==> src/rtl/hazard_scoreboard.sv <==
// Hazard scoreboard for the ID stage of an in-order pipeline.
// Tracks the destination of every in-flight instruction in a DEPTH-entry
// shift scoreboard, selects a forwarding source for each ID operand, muxes
// the forwarded data, raises the load-use stall and keeps saturating
// stall/flush performance counters.
module hazard_scoreboard #(
  parameter int XLEN       = 32,
  parameter int RBITS      = 5,
  parameter int DEPTH      = 3,
  parameter int LOAD_STAGE = 2
) (
  input  logic                       clk,
  input  logic                       rst,
  input  logic                       id_valid,
  input  logic [RBITS-1:0]           id_rs1,
  input  logic [RBITS-1:0]           id_rs2,
  input  logic                       id_use1,
  input  logic                       id_use2,
  input  logic [RBITS-1:0]           id_rd,
  input  logic                       id_regwrite,
  input  logic                       id_memread,
  input  logic                       flush,
  input  logic [XLEN-1:0]            rs1_data_i,
  input  logic [XLEN-1:0]            rs2_data_i,
  input  logic [DEPTH*XLEN-1:0]      fwd_data_i,
  output logic                       stall,
  output logic [$clog2(DEPTH+1)-1:0] fwd_sel1,
  output logic [$clog2(DEPTH+1)-1:0] fwd_sel2,
  output logic [XLEN-1:0]            op1_o,
  output logic [XLEN-1:0]            op2_o,
  output logic [31:0]                stall_cnt,
  output logic [31:0]                flush_cnt
);

  localparam int SELW = $clog2(DEPTH + 1);

  // Scoreboard entry k (1..DEPTH) describes the instruction in stage k.
  logic [DEPTH:1]            valid_q, valid_d;
  logic [DEPTH:1]            regwrite_q, regwrite_d;
  logic [DEPTH:1]            load_q, load_d;
  logic [DEPTH:1][RBITS-1:0] rd_q, rd_d;
  logic [31:0]               stall_cnt_q, stall_cnt_d;
  logic [31:0]               flush_cnt_q, flush_cnt_d;

  logic hazard1, hazard2;

  // Youngest-match search per operand; a too-young load becomes a hazard.
  always_comb begin
    // NOTE: every variable written here gets a default first so no latch is inferred.
    fwd_sel1 = '0;
    fwd_sel2 = '0;
    hazard1  = 1'b0;
    hazard2  = 1'b0;
    // Walk oldest to youngest so the youngest match is the one that sticks.
    for (int k = DEPTH; k >= 1; k--) begin
      if (id_valid && id_use1 && (id_rs1 != '0) && valid_q[k] && regwrite_q[k] &&
          (rd_q[k] == id_rs1)) begin
        fwd_sel1 = SELW'(k);
        hazard1  = load_q[k] && (k < LOAD_STAGE);
      end
      if (id_valid && id_use2 && (id_rs2 != '0) && valid_q[k] && regwrite_q[k] &&
          (rd_q[k] == id_rs2)) begin
        fwd_sel2 = SELW'(k);
        hazard2  = load_q[k] && (k < LOAD_STAGE);
      end
    end
    // Load data not yet available: fall back to the register file and stall.
    if (hazard1) fwd_sel1 = '0;
    if (hazard2) fwd_sel2 = '0;
    stall = id_valid && !flush && (hazard1 || hazard2);
  end

  // Operand muxes: register file unless a stage is selected.
  always_comb begin
    op1_o = rs1_data_i;
    op2_o = rs2_data_i;
    for (int k = 1; k <= DEPTH; k++) begin
      if (fwd_sel1 == SELW'(k)) op1_o = fwd_data_i[k*XLEN-1 -: XLEN];
      if (fwd_sel2 == SELW'(k)) op2_o = fwd_data_i[k*XLEN-1 -: XLEN];
    end
  end

  // Next scoreboard contents and counter values.
  always_comb begin
    for (int k = 2; k <= DEPTH; k++) begin
      valid_d[k]    = valid_q[k-1];
      regwrite_d[k] = regwrite_q[k-1];
      load_d[k]     = load_q[k-1];
      rd_d[k]       = rd_q[k-1];
    end
    // A stalled or squashed ID instruction enters EX as a bubble.
    valid_d[1]    = id_valid && !stall && !flush;
    regwrite_d[1] = id_regwrite;
    load_d[1]     = id_memread;
    rd_d[1]       = id_rd;

    stall_cnt_d = stall_cnt_q;
    flush_cnt_d = flush_cnt_q;
    if (stall && (stall_cnt_q != 32'hFFFF_FFFF)) stall_cnt_d = stall_cnt_q + 32'd1;
    if (flush && (flush_cnt_q != 32'hFFFF_FFFF)) flush_cnt_d = flush_cnt_q + 32'd1;
  end

  assign stall_cnt = stall_cnt_q;
  assign flush_cnt = flush_cnt_q;

  // Scoreboard and counter registers with synchronous active-low reset.
  always_ff @(posedge clk) begin
    // NOTE: sequential state uses non-blocking assignments so all flops update together.
    if (!rst) begin
      valid_q     <= '0;
      stall_cnt_q <= '0;
      flush_cnt_q <= '0;
    end else begin
      valid_q     <= valid_d;
      stall_cnt_q <= stall_cnt_d;
      flush_cnt_q <= flush_cnt_d;
    end
    // NOTE: entry payload is left out of reset; valid_q alone qualifies it.
    regwrite_q <= regwrite_d;
    load_q     <= load_d;
    rd_q       <= rd_d;
  end

endmodule
==> config.mk <==
export PLATFORM = sky130hd
export DESIGN_NAME = hazard_scoreboard
export DESIGN_NICKNAME = d
export VERILOG_FILES = /design/src/rtl/hazard_scoreboard.sv
export SDC_FILE = /design/constraint.sdc
export NUM_CORES = 1
export LEC_CHECK = 0
export CAP_MARGIN = 20
export CORE_AREA = 2 2 123 125
export DETAILED_ROUTE_END_ITERATION = 6
export DIE_AREA = 0 0 125 127
export DONT_BUFFER_PORTS = 1
export SLEW_MARGIN = 30
export SYNTH_ARGS = -nofsm -noshare
export SYNTH_HDL_FRONTEND = slang
export SYNTH_SLANG_ARGS = --single-unit
==> constraint.sdc <==
create_clock -name clk -period 5.6 [get_ports clk]
set_input_delay 1.12 -clock clk [delete_from_list [all_inputs] [get_ports clk]]
set_output_delay 1.12 -clock clk [all_outputs]
set_load 0.005 [all_outputs]
==> results.md <==
- The largest net degree at the start of global routing is 77.
- The number of setup buffers added after CTS is 0.
- The final hold violation count is 0.
- The average instance in the mapped netlist occupies slightly above 8 µm².
- The number of H-tree levels is 3.
- The buffer cell driving the clock tree root is sky130_fd_sc_hd__clkbuf_16.
- The fill cell total of the finished layout is between 1k and 1.5k.
- The global placement routability congestion is slightly below 1.
- In this run the horizontal extent of the chip is around 130 µm.
- The clock latency on the worst-skew pair is between 0.3 and 0.4 ns.
- Power spread over the standard cell area amounts to roughly 210 nW/µm².
- The synthesized netlist net count is between 900 and 1k.
- After detailed routing, the number of remaining DRC violations is 0.
- The number of pins with negative max-slew slack in the final report came to 0.
- Sorting the synthesized cells by how often they occur yields 98 x sky130_fd_sc_hd__nand2_1, 86 x sky130_fd_sc_hd__dfxtp_1, 68 x sky130_fd_sc_hd__o21ai_0.
- The peak clock frequency supported by timing is approximately 200 MHz.
- In this run, CTS created clock tree buffers numbering 9.
- The number of cell rows is 44.
- The final-report setup violation count is 0.
- For this run the aggregate overflow at the end of global routing stands at 0.
- The sequential fraction of the synthesis area is between 20% and 30%.
- The flow ran to the end, and the final reports show no timing, DRC or antenna violations.
- The number of global-route vias before repair is about 5.6k.
- The routed wire length per instance is 25.0 µm.
- The worst slack after detailed placement is a little under 0.8 ns.
- For the worst setup path, the data arrival time is ~3.8 ns.
- For this run, the post-layout net count is between 900 and 1k.
- The commonest register cell after synthesis is sky130_fd_sc_hd__dfxtp_1.
- The clock drives 86 sinks.
- The number of buffers on the longest clock path is 2.
- Synthesis inferred 86 register bits.
- The global-route total usage across every layer is 27.6%.
- During placement, the flow inserted port buffers numbering 0.
- The average via count per standard cell is about 6.4.
- In this run, post-CTS hold repair placed 0 buffers.
- The number of max-capacitance violations reported is 0.
- The cell area that synthesis handed to floorplanning was 6160 µm².
- The worst setup path is captured at an output pin.
- The final clock period utilization by the worst path is just under 90%.
- Setup slack closes at between 0.6 and 0.7 ns.
- The starting utilization of the core area is 42.7%.
- The first global-routing pass estimated approximately 35 mm of wire.
- The actual transition at the worst max-transition pin is between 0.9 and 1 ns.
- Yosys mapped a number of flops with a built-in enable equal to 0.
- The total power consumption of the routed design is roughly 1.4 mW.
- After synthesis, the largest area contributor takes up approximately 28% of total cell area.
- Synthesis handed over a netlist of between 700 and 800 instances.
- The final layout contains routed wiring with a total length of about 23 mm.
- Pin placement for this block handled 316 I/O pins.
- STA puts the critical path data required time at ~4.5 ns.
- The number of antenna violations at the first check in global routing was 2.
- After synthesis, the share of flip-flops with an asynchronous set or reset is 0%.
- The smallest clock period supported by the final layout is computed as roughly 4.9 ns.
- The peak supply drop is 0.000118 V.
- The die is between 100 and 150 µm tall.
- Setup repair after global routing left no endpoint under its margin.
- The class of the most critical hold timing path is flip-flop to flip-flop.
- Of all nets on the critical path, the largest fanout is 17.
- The number of search-and-repair iterations in the first detailed-routing pass is 7.
- The count of cells resized by post-cts repair is 0.
- The placeable core area is ~14,000 µm².
- Hold timing on the final database bottoms out at a slack of roughly 0.35 ns.
- The die covers 15,900 µm².
- The sort of element at the start of the critical path is a primary input.
- The clock-pin slew of the registers on the worst-case setup and hold paths is 0.06 ns.
- In the final layout, the share of cells above drive strength 1 is roughly 9.8%.
- The final-layout setup total negative slack is 0 ns.
- The number of antenna-violating nets in the routed design is 0.
- The cell type with the largest total area after synthesis is sky130_fd_sc_hd__dfxtp_1.
- The most common cell in the synthesized netlist is sky130_fd_sc_hd__nand2_1.
- The count of routing violations after the opening detailed-route iteration is roughly 420.
- The number of warnings printed during yosys synthesis is 0.
- Yosys attributes the largest share of cell area to sky130_fd_sc_hd__dfxtp_1 28%, sky130_fd_sc_hd__mux2i_1 9.6%, sky130_fd_sc_hd__nand2_1 6.0%.
- TritonCTS built the clock tree.
- The HPWL after detailed placement is roughly 19 mm.
- The type of the worst setup path is primary input to output pin.
- The analysis attributes to cell leakage a power of 2.45 nW.
- The largest clock skew in the final design is 0.0149 ns.
- The growth of design area from synthesis to finish is 6.99%.
- The worst-case headroom to the max-slew limit is a little under two fifths.
- Summing over every cut layer, the via total after detailed routing is between 5k and 6k.
- The count of different cell masters after synthesis is 55.
## cell usage in the layout, fill, tap and decap left out, types with 2 or more instances in the layout
cell type	netlist	layout
sky130_fd_sc_hd__o21ai_0	68	68
sky130_fd_sc_hd__nor3_1	16	16
sky130_fd_sc_hd__inv_8	0	2
sky130_fd_sc_hd__o21ai_1	8	7
sky130_fd_sc_hd__inv_1	11	11
sky130_fd_sc_hd__o31ai_1	8	8
sky130_fd_sc_hd__nor2b_1	2	2
sky130_fd_sc_hd__a21boi_1	3	3
sky130_fd_sc_hd__and4_1	5	5
sky130_fd_sc_hd__nor2_1	12	12
sky130_fd_sc_hd__o311ai_0	2	2
sky130_fd_sc_hd__mux2_2	32	32
sky130_fd_sc_hd__and2_1	32	32
sky130_fd_sc_hd__nand2b_1	7	7
sky130_fd_sc_hd__nand2_2	1	2
sky130_fd_sc_hd__or2_2	4	4
sky130_fd_sc_hd__nor4_1	4	3
sky130_fd_sc_hd__nand4_1	28	28
sky130_fd_sc_hd__nand3_1	26	26
sky130_fd_sc_hd__xnor2_1	42	42
sky130_fd_sc_hd__o211ai_1	4	4
sky130_fd_sc_hd__buf_4	6	7
sky130_fd_sc_hd__or3_1	26	26
sky130_fd_sc_hd__nand2_1	98	97
sky130_fd_sc_hd__a21oi_1	24	24
sky130_fd_sc_hd__a21boi_0	26	26
sky130_fd_sc_hd__o22ai_1	23	23
sky130_fd_sc_hd__mux2i_1	59	59
sky130_fd_sc_hd__o41ai_1	2	2
sky130_fd_sc_hd__and3_1	15	15
sky130_fd_sc_hd__or4_1	7	6
sky130_fd_sc_hd__xor2_1	14	14
sky130_fd_sc_hd__clkbuf_16	0	9
sky130_fd_sc_hd__dfxtp_1	86	86
sky130_fd_sc_hd__or4_4	2	2
sky130_fd_sc_hd__nor4_2	1	2
sky130_fd_sc_hd__nor3b_1	4	3
sky130_fd_sc_hd__ha_1	2	2
sky130_fd_sc_hd__nand3b_1	2	2
## where the power goes
group / switching [mW] / total [mW] / internal (mW) / leakage (nW)
Combinational: 0.0482 / 0.0993 / 0.0511 / 1.61
Sequential: 0.0114 / 0.632 / 0.621 / 0.700
Clock: 0.264 / 0.619 / 0.355 / 0.147
## cell type report
type                            instances  area, µm²  area share, %
Antenna cell                            1       2.50         0.0380
Clock buffer                           10        229           3.48
Clock inverter                          6       77.6           1.18
Inverter                               11       41.3          0.627
Multi-Input combinational cell        624       4230           64.2
Sequential cell                        86       1720           26.1
Tap cell                              184        230           3.50
Timing Repair Buffer                    7       52.6          0.798
## critical path, cell delays in order
cell and delay [ns]:
sky130_fd_sc_hd__or4_4 0.52, sky130_fd_sc_hd__o21ai_1 0.54, sky130_fd_sc_hd__nor4_2 0.20, sky130_fd_sc_hd__nand3b_1 0.73, sky130_fd_sc_hd__buf_4 0.43, sky130_fd_sc_hd__o22ai_1 0.17, sky130_fd_sc_hd__a21oi_1 0.09
## sequential cells by signal, summed over array words and instances (netlist names)
| register | flops |
|---|---|
| rd_q | 5 |
| load_q | 1 |
| stall_cnt | 32 |
| rd_d | 10 |
| regwrite_q | 3 |
| flush_cnt | 32 |
| valid_q | 3 |
## logic make-up (layout without fill, tap and decap cells)
family	count (synthesis)	count (layout)	share of synthesized area (%)
adder cells (fa/ha/maj)	2	2	0.406
other	0	1	0
AND/OR/NAND/NOR	298	298	26.1
AO/OA/AOI/OAI	177	177	18.1
buffers and inverters	51	34	3.98
XOR/XNOR	56	56	7.97
flip-flops	86	86	28.0
multiplexers	91	91	15.4
## per-stage QoR
step | instances | cell area, µm² | utilization [%]
detailed placement | 912 | 6260 | 43.4
finish | 929 | 6590 | 45.7
floorplan | 761 | 6160 | -
CTS | 928 | 6570 | 45.5
global route | 929 | 6590 | 45.7
global placement | 912 | 6260 | 43.4
## path summary, 6_finish.rpt
check | start | to | slack [ns] | cells past startpoint
setup / recovery | id_rs2[1] | op2_o[14] | 0.67 | 7
hold / removal | regwrite_q[2] | regwrite_q[3] | 0.35 | 0
setup reg to reg | flush_cnt[0] | flush_cnt[13] | 2.86 | 7
hold reg to reg | regwrite_q[2] | regwrite_q[3] | 0.35 | 0
## routing by layer
layer	GRT usage (%)	wire [µm]	share of wire (%)
met3	8.50	2180	9.4
met5	0	14	0.060
met1	34.3	9120	39
met4	6.73	490	2.1
met2	47.0	11400	49
Note: power is estimated with default switching activity, not from simulation.
